File: config.mk
export PLATFORM = sky130hd
export DESIGN_NAME = cmp_uint_serial
export DESIGN_NICKNAME = d
export VERILOG_FILES = /design/src/rtl/cmp_serial_pkg.sv /design/src/rtl/cmp_digit.sv /design/src/rtl/cmp_uint_serial.sv
export SDC_FILE = /design/constraint.sdc
export NUM_CORES = 1
export LEC_CHECK = 0
export ABC_AREA = 1
export BUFFER_PORTS_ARGS = -buffer_cell sky130_fd_sc_hd__buf_2
export CAP_MARGIN = 40
export CORE_UTILIZATION = 50
export CTS_BUF_LIST = sky130_fd_sc_hd__clkbuf_16
export CTS_CLUSTER_SIZE = 20
export DETAILED_ROUTE_END_ITERATION = 12
export PLACE_DENSITY_LB_ADDON = 0.15
export SLEW_MARGIN = 20
export SYNTH_ARGS = -nofsm -noshare
export SYNTH_HDL_FRONTEND = slang
export SYNTH_SLANG_ARGS = --single-unit
File: constraint.sdc
create_clock -name clk -period 3.2 [get_ports clk]
set_clock_uncertainty 0.15 [all_clocks]
set_input_delay 0.32 -clock clk [delete_from_list [all_inputs] [get_ports clk]]
set_output_delay 0.32 -clock clk [all_outputs]
set_load 0.05 [all_outputs]
File: src/rtl/cmp_serial_pkg.sv
// cmp_serial_pkg: compare-mode and FSM-state enums plus the IMPL_TYPE selector values shared by cmp_uint_serial and cmp_digit
package cmp_serial_pkg;
  typedef enum logic [1:0] {CMP_LT, CMP_LE, CMP_GT, CMP_GE} cmp_mode_e;
  typedef enum logic [1:0] {IDLE, RUN, DONE} state_e;
  localparam int IMPL_SUB = 0;
  localparam int IMPL_MAG = 1;
endpackage

File: src/rtl/cmp_digit.sv
// cmp_digit: combinational one-digit compare folded into running lt/eq accumulators (in: dA, dB, lt_in, eq_in; out: lt_out, eq_out)
module cmp_digit
  import cmp_serial_pkg::*;
#(
  parameter int DIGIT     = 4,
  parameter int IMPL_TYPE = IMPL_SUB
) (
  input  logic [DIGIT-1:0] dA,
  input  logic [DIGIT-1:0] dB,
  input  logic             lt_in,
  input  logic             eq_in,
  output logic             lt_out,
  output logic             eq_out
);
  logic d_lt, d_eq;
  if (IMPL_TYPE != IMPL_SUB && IMPL_TYPE != IMPL_MAG) begin : g_bad
    $error("cmp_digit: IMPL_TYPE must be 0 or 1");
  end
  if (IMPL_TYPE == IMPL_MAG) begin : g_mag
    assign d_lt = dA < dB;
    assign d_eq = dA == dB;
  end else begin : g_sub
    logic [DIGIT:0] diff;
    assign diff = {1'b0, dA} - {1'b0, dB};
    assign d_lt = diff[DIGIT];
    assign d_eq = diff[DIGIT-1:0] == '0;
  end
  assign lt_out = d_lt | (d_eq & lt_in);
  assign eq_out = eq_in & d_eq;
endmodule

File: src/rtl/cmp_uint_serial.sv
// cmp_uint_serial: digit-serial A/B compare, LSB digit first (in: clk, rst_n, in_valid, A, B, mode, out_ready; out: in_ready, out_valid, Y, EQ; CMP_SERIAL_SIGNED_EN adds is_signed)
module cmp_uint_serial
  import cmp_serial_pkg::*;
#(
  parameter int WIDTH     = 32,
  parameter int DIGIT     = 4,
  parameter int IMPL_TYPE = IMPL_SUB
) (
  input  logic             clk,
  input  logic             rst_n,
  input  logic             in_valid,
  output logic             in_ready,
  input  logic [WIDTH-1:0] A,
  input  logic [WIDTH-1:0] B,
  input  logic [1:0]       mode,
`ifdef CMP_SERIAL_SIGNED_EN
  input  logic             is_signed,
`endif
  output logic             out_valid,
  input  logic             out_ready,
  output logic             Y,
  output logic             EQ
);
  localparam int N  = WIDTH / DIGIT;
  localparam int IW = N > 1 ? $clog2(N) : 1;
  if (WIDTH % DIGIT != 0) begin : g_bad
    $error("cmp_uint_serial: WIDTH must be a multiple of DIGIT");
  end
  state_e           state_q, state_d;
  cmp_mode_e        mode_q, mode_d;
  logic [WIDTH-1:0] a_q, a_d, b_q, b_d;
  logic [IW-1:0]    idx_q, idx_d;
  logic             lt_q, lt_d, eq_q, eq_d;
  logic [DIGIT-1:0] da, db;
  logic             lt_nx, eq_nx, last, accept, y_sel;
`ifdef CMP_SERIAL_SIGNED_EN
  localparam logic [DIGIT-1:0] MSB = DIGIT'(1) << (DIGIT - 1);
  logic sgn_q, sgn_d;
`endif
  assign last     = idx_q == IW'(N - 1);
  assign in_ready = state_q == IDLE || (state_q == DONE && out_ready);
  assign accept   = in_valid && in_ready;
  always_comb begin
    da = a_q[idx_q * DIGIT +: DIGIT];
    db = b_q[idx_q * DIGIT +: DIGIT];
`ifdef CMP_SERIAL_SIGNED_EN
    da = (sgn_q && last) ? da ^ MSB : da;
    db = (sgn_q && last) ? db ^ MSB : db;
`endif
  end
  cmp_digit #(.DIGIT(DIGIT), .IMPL_TYPE(IMPL_TYPE)) u_digit (
    .dA(da), .dB(db), .lt_in(lt_q), .eq_in(eq_q), .lt_out(lt_nx), .eq_out(eq_nx)
  );
  always_comb begin
    state_d = state_q;
    mode_d  = mode_q;
    a_d     = a_q;
    b_d     = b_q;
    idx_d   = idx_q;
    lt_d    = lt_q;
    eq_d    = eq_q;
`ifdef CMP_SERIAL_SIGNED_EN
    sgn_d   = sgn_q;
`endif
    if (state_q == RUN) begin
      lt_d    = lt_nx;
      eq_d    = eq_nx;
      idx_d   = idx_q + 1'b1;
      state_d = last ? DONE : RUN;
    end
    if (state_q == DONE && out_ready) state_d = IDLE;
    if (accept) begin
      state_d = RUN;
      mode_d  = cmp_mode_e'(mode);
      a_d     = A;
      b_d     = B;
      idx_d   = '0;
      lt_d    = 1'b0;
      eq_d    = 1'b1;
`ifdef CMP_SERIAL_SIGNED_EN
      sgn_d   = is_signed;
`endif
    end
  end
  always_ff @(posedge clk or negedge rst_n) begin
    if (!rst_n) begin
      state_q <= IDLE;
      mode_q  <= CMP_LT;
      a_q     <= '0;
      b_q     <= '0;
      idx_q   <= '0;
      lt_q    <= 1'b0;
      eq_q    <= 1'b1;
`ifdef CMP_SERIAL_SIGNED_EN
      sgn_q   <= 1'b0;
`endif
    end else begin
      state_q <= state_d;
      mode_q  <= mode_d;
      a_q     <= a_d;
      b_q     <= b_d;
      idx_q   <= idx_d;
      lt_q    <= lt_d;
      eq_q    <= eq_d;
`ifdef CMP_SERIAL_SIGNED_EN
      sgn_q   <= sgn_d;
`endif
    end
  end
  assign y_sel = mode_q == CMP_LT ? lt_q :
                 mode_q == CMP_LE ? (lt_q | eq_q) :
                 mode_q == CMP_GT ? ~(lt_q | eq_q) : ~lt_q;
  assign out_valid = state_q == DONE;
  assign Y         = out_valid & y_sel;
  assign EQ        = out_valid & eq_q;
endmodule

# Word level (Yosys, flattened, before mapping)
# Cells that the tools add are included.
# W data, S select, Z words.
# totals
in_bits	70
word_cells	45
reg_bits	73
# classes
eq_ne	5
shifts	2
reduce_logical	8
bitwise	8
add_sub_neg	2
muxes	13
# ops
op	n
$shiftx A32 B6 Y4	2
$mux W2	4
$mux W1	7
$mux W3	2
$sub A4 B4 Y5	1
$and A1 B1 Y1	4
$eq A2 B1 Y1 const B	2
$eq A2 B2 Y1 const B	2
$logic_not A2 Y1	2
$logic_not A4 Y1	1
$add A3 B1 Y3 const B	1
$eq A3 B3 Y1 const B	1
$reduce_bool A3 Y1	1
$logic_and A1 B1 Y1	2
$not A1 Y1	2
$or A1 B1 Y1	2
$reduce_bool A2 Y1	1
$logic_or A1 B1 Y1	1

# Longest topological paths before layout
# depth
depth_word	7
depth_mapped	18
mapped_depth_nobuf	17

# Cells and area by module
# A second synthesis with hierarchy kept.
# unflattened
cells_unflattened	507
hier_area_um2	3926.3
# modules_own_cells
mod	n_inst	area_each_um2	seq_area_each_um2	cells_per_inst
cmp_uint_serial	1	3744.8	1828.0	477
cmp_digit	1	181.4	0.0	30

# Least setup slack after synthesis
# No wires, ideal clock.
# synth_timing
path_kind	reg2out
start	reg state_q[0]
end	out EQ
stages_incl_launch_ff	4
path_buffers	0
arrival_ps	1968
required_time_ps	2730
path_slack_ps	762
path_cell_list	dfrtp_1 -> nor2_1 -> inv_1 -> nor2_1
# synth_between
elab_chain_len	2
# synth_lines
item	line_no	text
start: declaration	cmp_uint_serial.sv:29	state_e state_q, state_d;
start signal: assignment	cmp_uint_serial.sv:98	state_q <= state_d;
$eq A2 B2 Y1	cmp_uint_serial.sv:113	assign out_valid = state_q == DONE;
via out_valid	cmp_uint_serial.sv:19	output logic out_valid,
$and A1 B1 Y1	cmp_uint_serial.sv:115	assign EQ = out_valid & eq_q;
end: declaration	cmp_uint_serial.sv:22	output logic EQ
# The timed path passes the listed nets, and every way through them passes these cells.

# Worst setup path in the final report
# layout_timing
start	reg idx_q[1]
end	reg lt_q
# layout_between
elab_chain_len	7
word_cells_on_any_way	8
# layout_lines
item	line_no	text
start: declaration	cmp_uint_serial.sv:32	logic [IW-1:0] idx_q, idx_d;
start signal: assignment	cmp_uint_serial.sv:102	idx_q <= idx_d;
$shiftx A32 B6 Y4, on equally long branches	cmp_uint_serial.sv:44, cmp_uint_serial.sv:45	
$sub A4 B4 Y5 *	cmp_digit.sv:24	assign diff = {1'b0, dA} - {1'b0, dB};
$logic_not A4 Y1	cmp_digit.sv:26	assign d_eq = diff[DIGIT-1:0] == '0;
$and A1 B1 Y1	cmp_digit.sv:28	assign lt_out = d_lt | (d_eq & lt_in);
$or A1 B1 Y1 *	cmp_digit.sv:28	
$mux W1 *	cmp_uint_serial.sv:65	if (state_q == RUN) begin
$mux W1 *	cmp_uint_serial.sv:72	if (accept) begin
end signal: assignment	cmp_uint_serial.sv:103	lt_q <= lt_d;
end: declaration	cmp_uint_serial.sv:33	logic lt_q, lt_d, eq_q, eq_d;
# Every way passes the cells marked *; elsewhere a longest branch is shown, timed or not. The select of a mux whose other input is x is not followed.
# A chain may end at the register's enable or synchronous reset.

==> impl_metrics.ini <==
[floorplan]
rows = 31
die_w_um = 89.6
start_util_pct = 52.3
coreArea_um2 = 7330
die_h_um = 89.6
die-area_um2 = 8020
pin_count = 74

[logic_synthesis]
synthCells = 326
yosys_warnings = 0
synth.distinct_cells = 27
ys_ff_latch = 73
syn-num-nets = 402
avgSynthCellArea_um2 = 11.8
seq_area_frac_synth_pct = 47.7
syn_area_um2 = 3830

[timing]
tns_ps = 0
rsz0062_at_grt = false
finalSetupViolCount = 0
drv_slew = 0
relSlewSlack_pct = 49.8
finalCritPeriodShare_pct = 75.9
hold_viol_final = 0
finalCriticalPeriod_ps = 2430
worst_pin_slew_ps = 752
fmax_mhz = 412

[placement]
dpl.hpwl_mm = 5.10
routabilityCongestion = 0.780
placement.io_buffers = 73

[routing]
vias = 2527
via_per_inst = 5.04
wl_met2_mm = 3.58
top_layer = met4
wl_per_cell_um = 14.8
drtIter0Drc = 110
wl_met1_mm = 3.44
drt-total-wl_mm = 7.40
final_antenna_net_count = 0
firstDrtPassIters = 4
wl_met3_um = 243
drcViolationCount = 0

[critical_path]
cp-start-kind = flip-flop
endpoint_kind = flip-flop
crit_fanout = 28
cp.arrival_ps = 2500
critPathKind = flip-flop to flip-flop
cp.required_ps = 3270

[clock_tree]
tritoncts = yes
clk_latency_ps = 320
htree_levels = 3
cts-resized-gates = 0
clkTransAtPathRegs_ps = 50
numCtsBuffers = 9
clockRootBuffer = clkbuf_16
cts_buffer_depth = 2
cts.sinks = 73

[grt]
grt_pass1_wl_mm = 12.1
antenna_found_initial = 0
grt_overflow = 0
grtUsageTotal_pct = 20.6
grt_max_degree = 72
grt_pass1_vias = 2552

[finish]
multi_input_area_um2 = 1770
diodes = 0
drive_gt1_share_pct = 40.8
n_fill_cell = 603
final_nets = 474
utilization_pct = 61.2
area_growth_pct = 17.0
layout_common_cells = 72 x dfrtp_1, 72 x buf_2, 64 x mux2_4
register_area_um2 = 1830

[power_and_ir_drop]
p_per_area_nw_per_um2 = 1110
cellLeakagePower_uw = 0.00234
vdd_drop_max_mv = 0.467

[job]
max-cap-violations = 0

[status]
outcome = complete, no violations

[min_path]
hold_class = primary input to flip-flop
## synth_stat cells (all sizes together)
library cell	number	area share (%)
nor2	49	5.5
ha	6	2.0
clkbuf	8	0.78
mux2	65	25
o22ai	4	0.65
or2	1	0.16
a21boi	1	0.20
mux2i	4	1.0
o211ai	4	0.78
dfrtp	72	47
dfstp	1	0.69
nand2	35	3.9
inv	16	1.6
a21oi	3	0.39
nand3	2	0.26
buf	9	3.8
o21ai	46	6.0
## metal layers
metal	vias to the layer above	track usage (%)
met5	-	0
met3	11	4.02
met2	54	33.1
met1	1211	27.0
li1	1251	-
met4	0	9.96
## sequential cells by signal, indices dropped and copies added, names as in the netlist
signal   cells
a_q         32
b_q         32
idx_q        3
mode_q       2
state_q      2
eq_q         1
lt_q         1
## kinds of logic after synthesis
logic type	Yosys count	share of synthesized area [%]
flops	73	47.7
compound gates	58	8.03
simple gates	87	9.82
fa+ha+maj	6	1.96
buf+inv	33	6.13
mux	69	26.4
## metrics by stage
stage	area, µm²	total power (µW)	hold WS (ps)	setup WS (ps)	instances
final	4490	4970	66.8	771	501
after global routing	4490	5380	68.0	530	501
after CTS	4490	5010	61.6	740	501
after detailed placement	4200	4020	91.8	814	485
after global placement	4170	3940	344	892	484
after floorplan	3830	3590	-126	762	326
## final timing paths
check,start,endpoint,slack (ps),cells past startpoint
setup / recovery,idx_q[1],lt_q,770,13
hold / removal,A[4],a_q[4],70,2
setup reg to reg,idx_q[1],lt_q,770,13
hold reg to reg,b_q[12],b_q[12],360,1
max in group asynchronous,rst_n,a_q[25],2060,3
min in group asynchronous,rst_n,b_q[17],280,2
## report_power, final
part	internal, µW	switching [µW]
Combinational	1200	1070
Clock	587	355
Sequential	1410	345
Total	3190	1770
## critical path, cell delays in order, from the launching register on
cell	delay, ps
dfrtp_1	420
buf_4	300
o21ai_0	140
o21ai_0	250
o21ai_1	110
ha_1	310
nand2_1	130
nand2_1	100
nand3_1	100
nand2_1	60
nand2_1	90
nand2_1	50
nand2_1	60
nand2_1	40
## repair_timing
action                                 CTS  global route
buffers inserted                         0             0
hold buffers                             1             0
endpoints found under the hold margin   21             0
## final cells by class
type	instances	share of cell area (%)
Clock buffer	9	5.02
Clock inverter	6	1.14
Inverter	16	1.34
Multi-Input combinational cell	220	39.5
Sequential cell	73	40.7
Tap cell	99	2.76
Timing Repair Buffer	78	9.53
No activity file was read; power rests on OpenSTA's default activity.
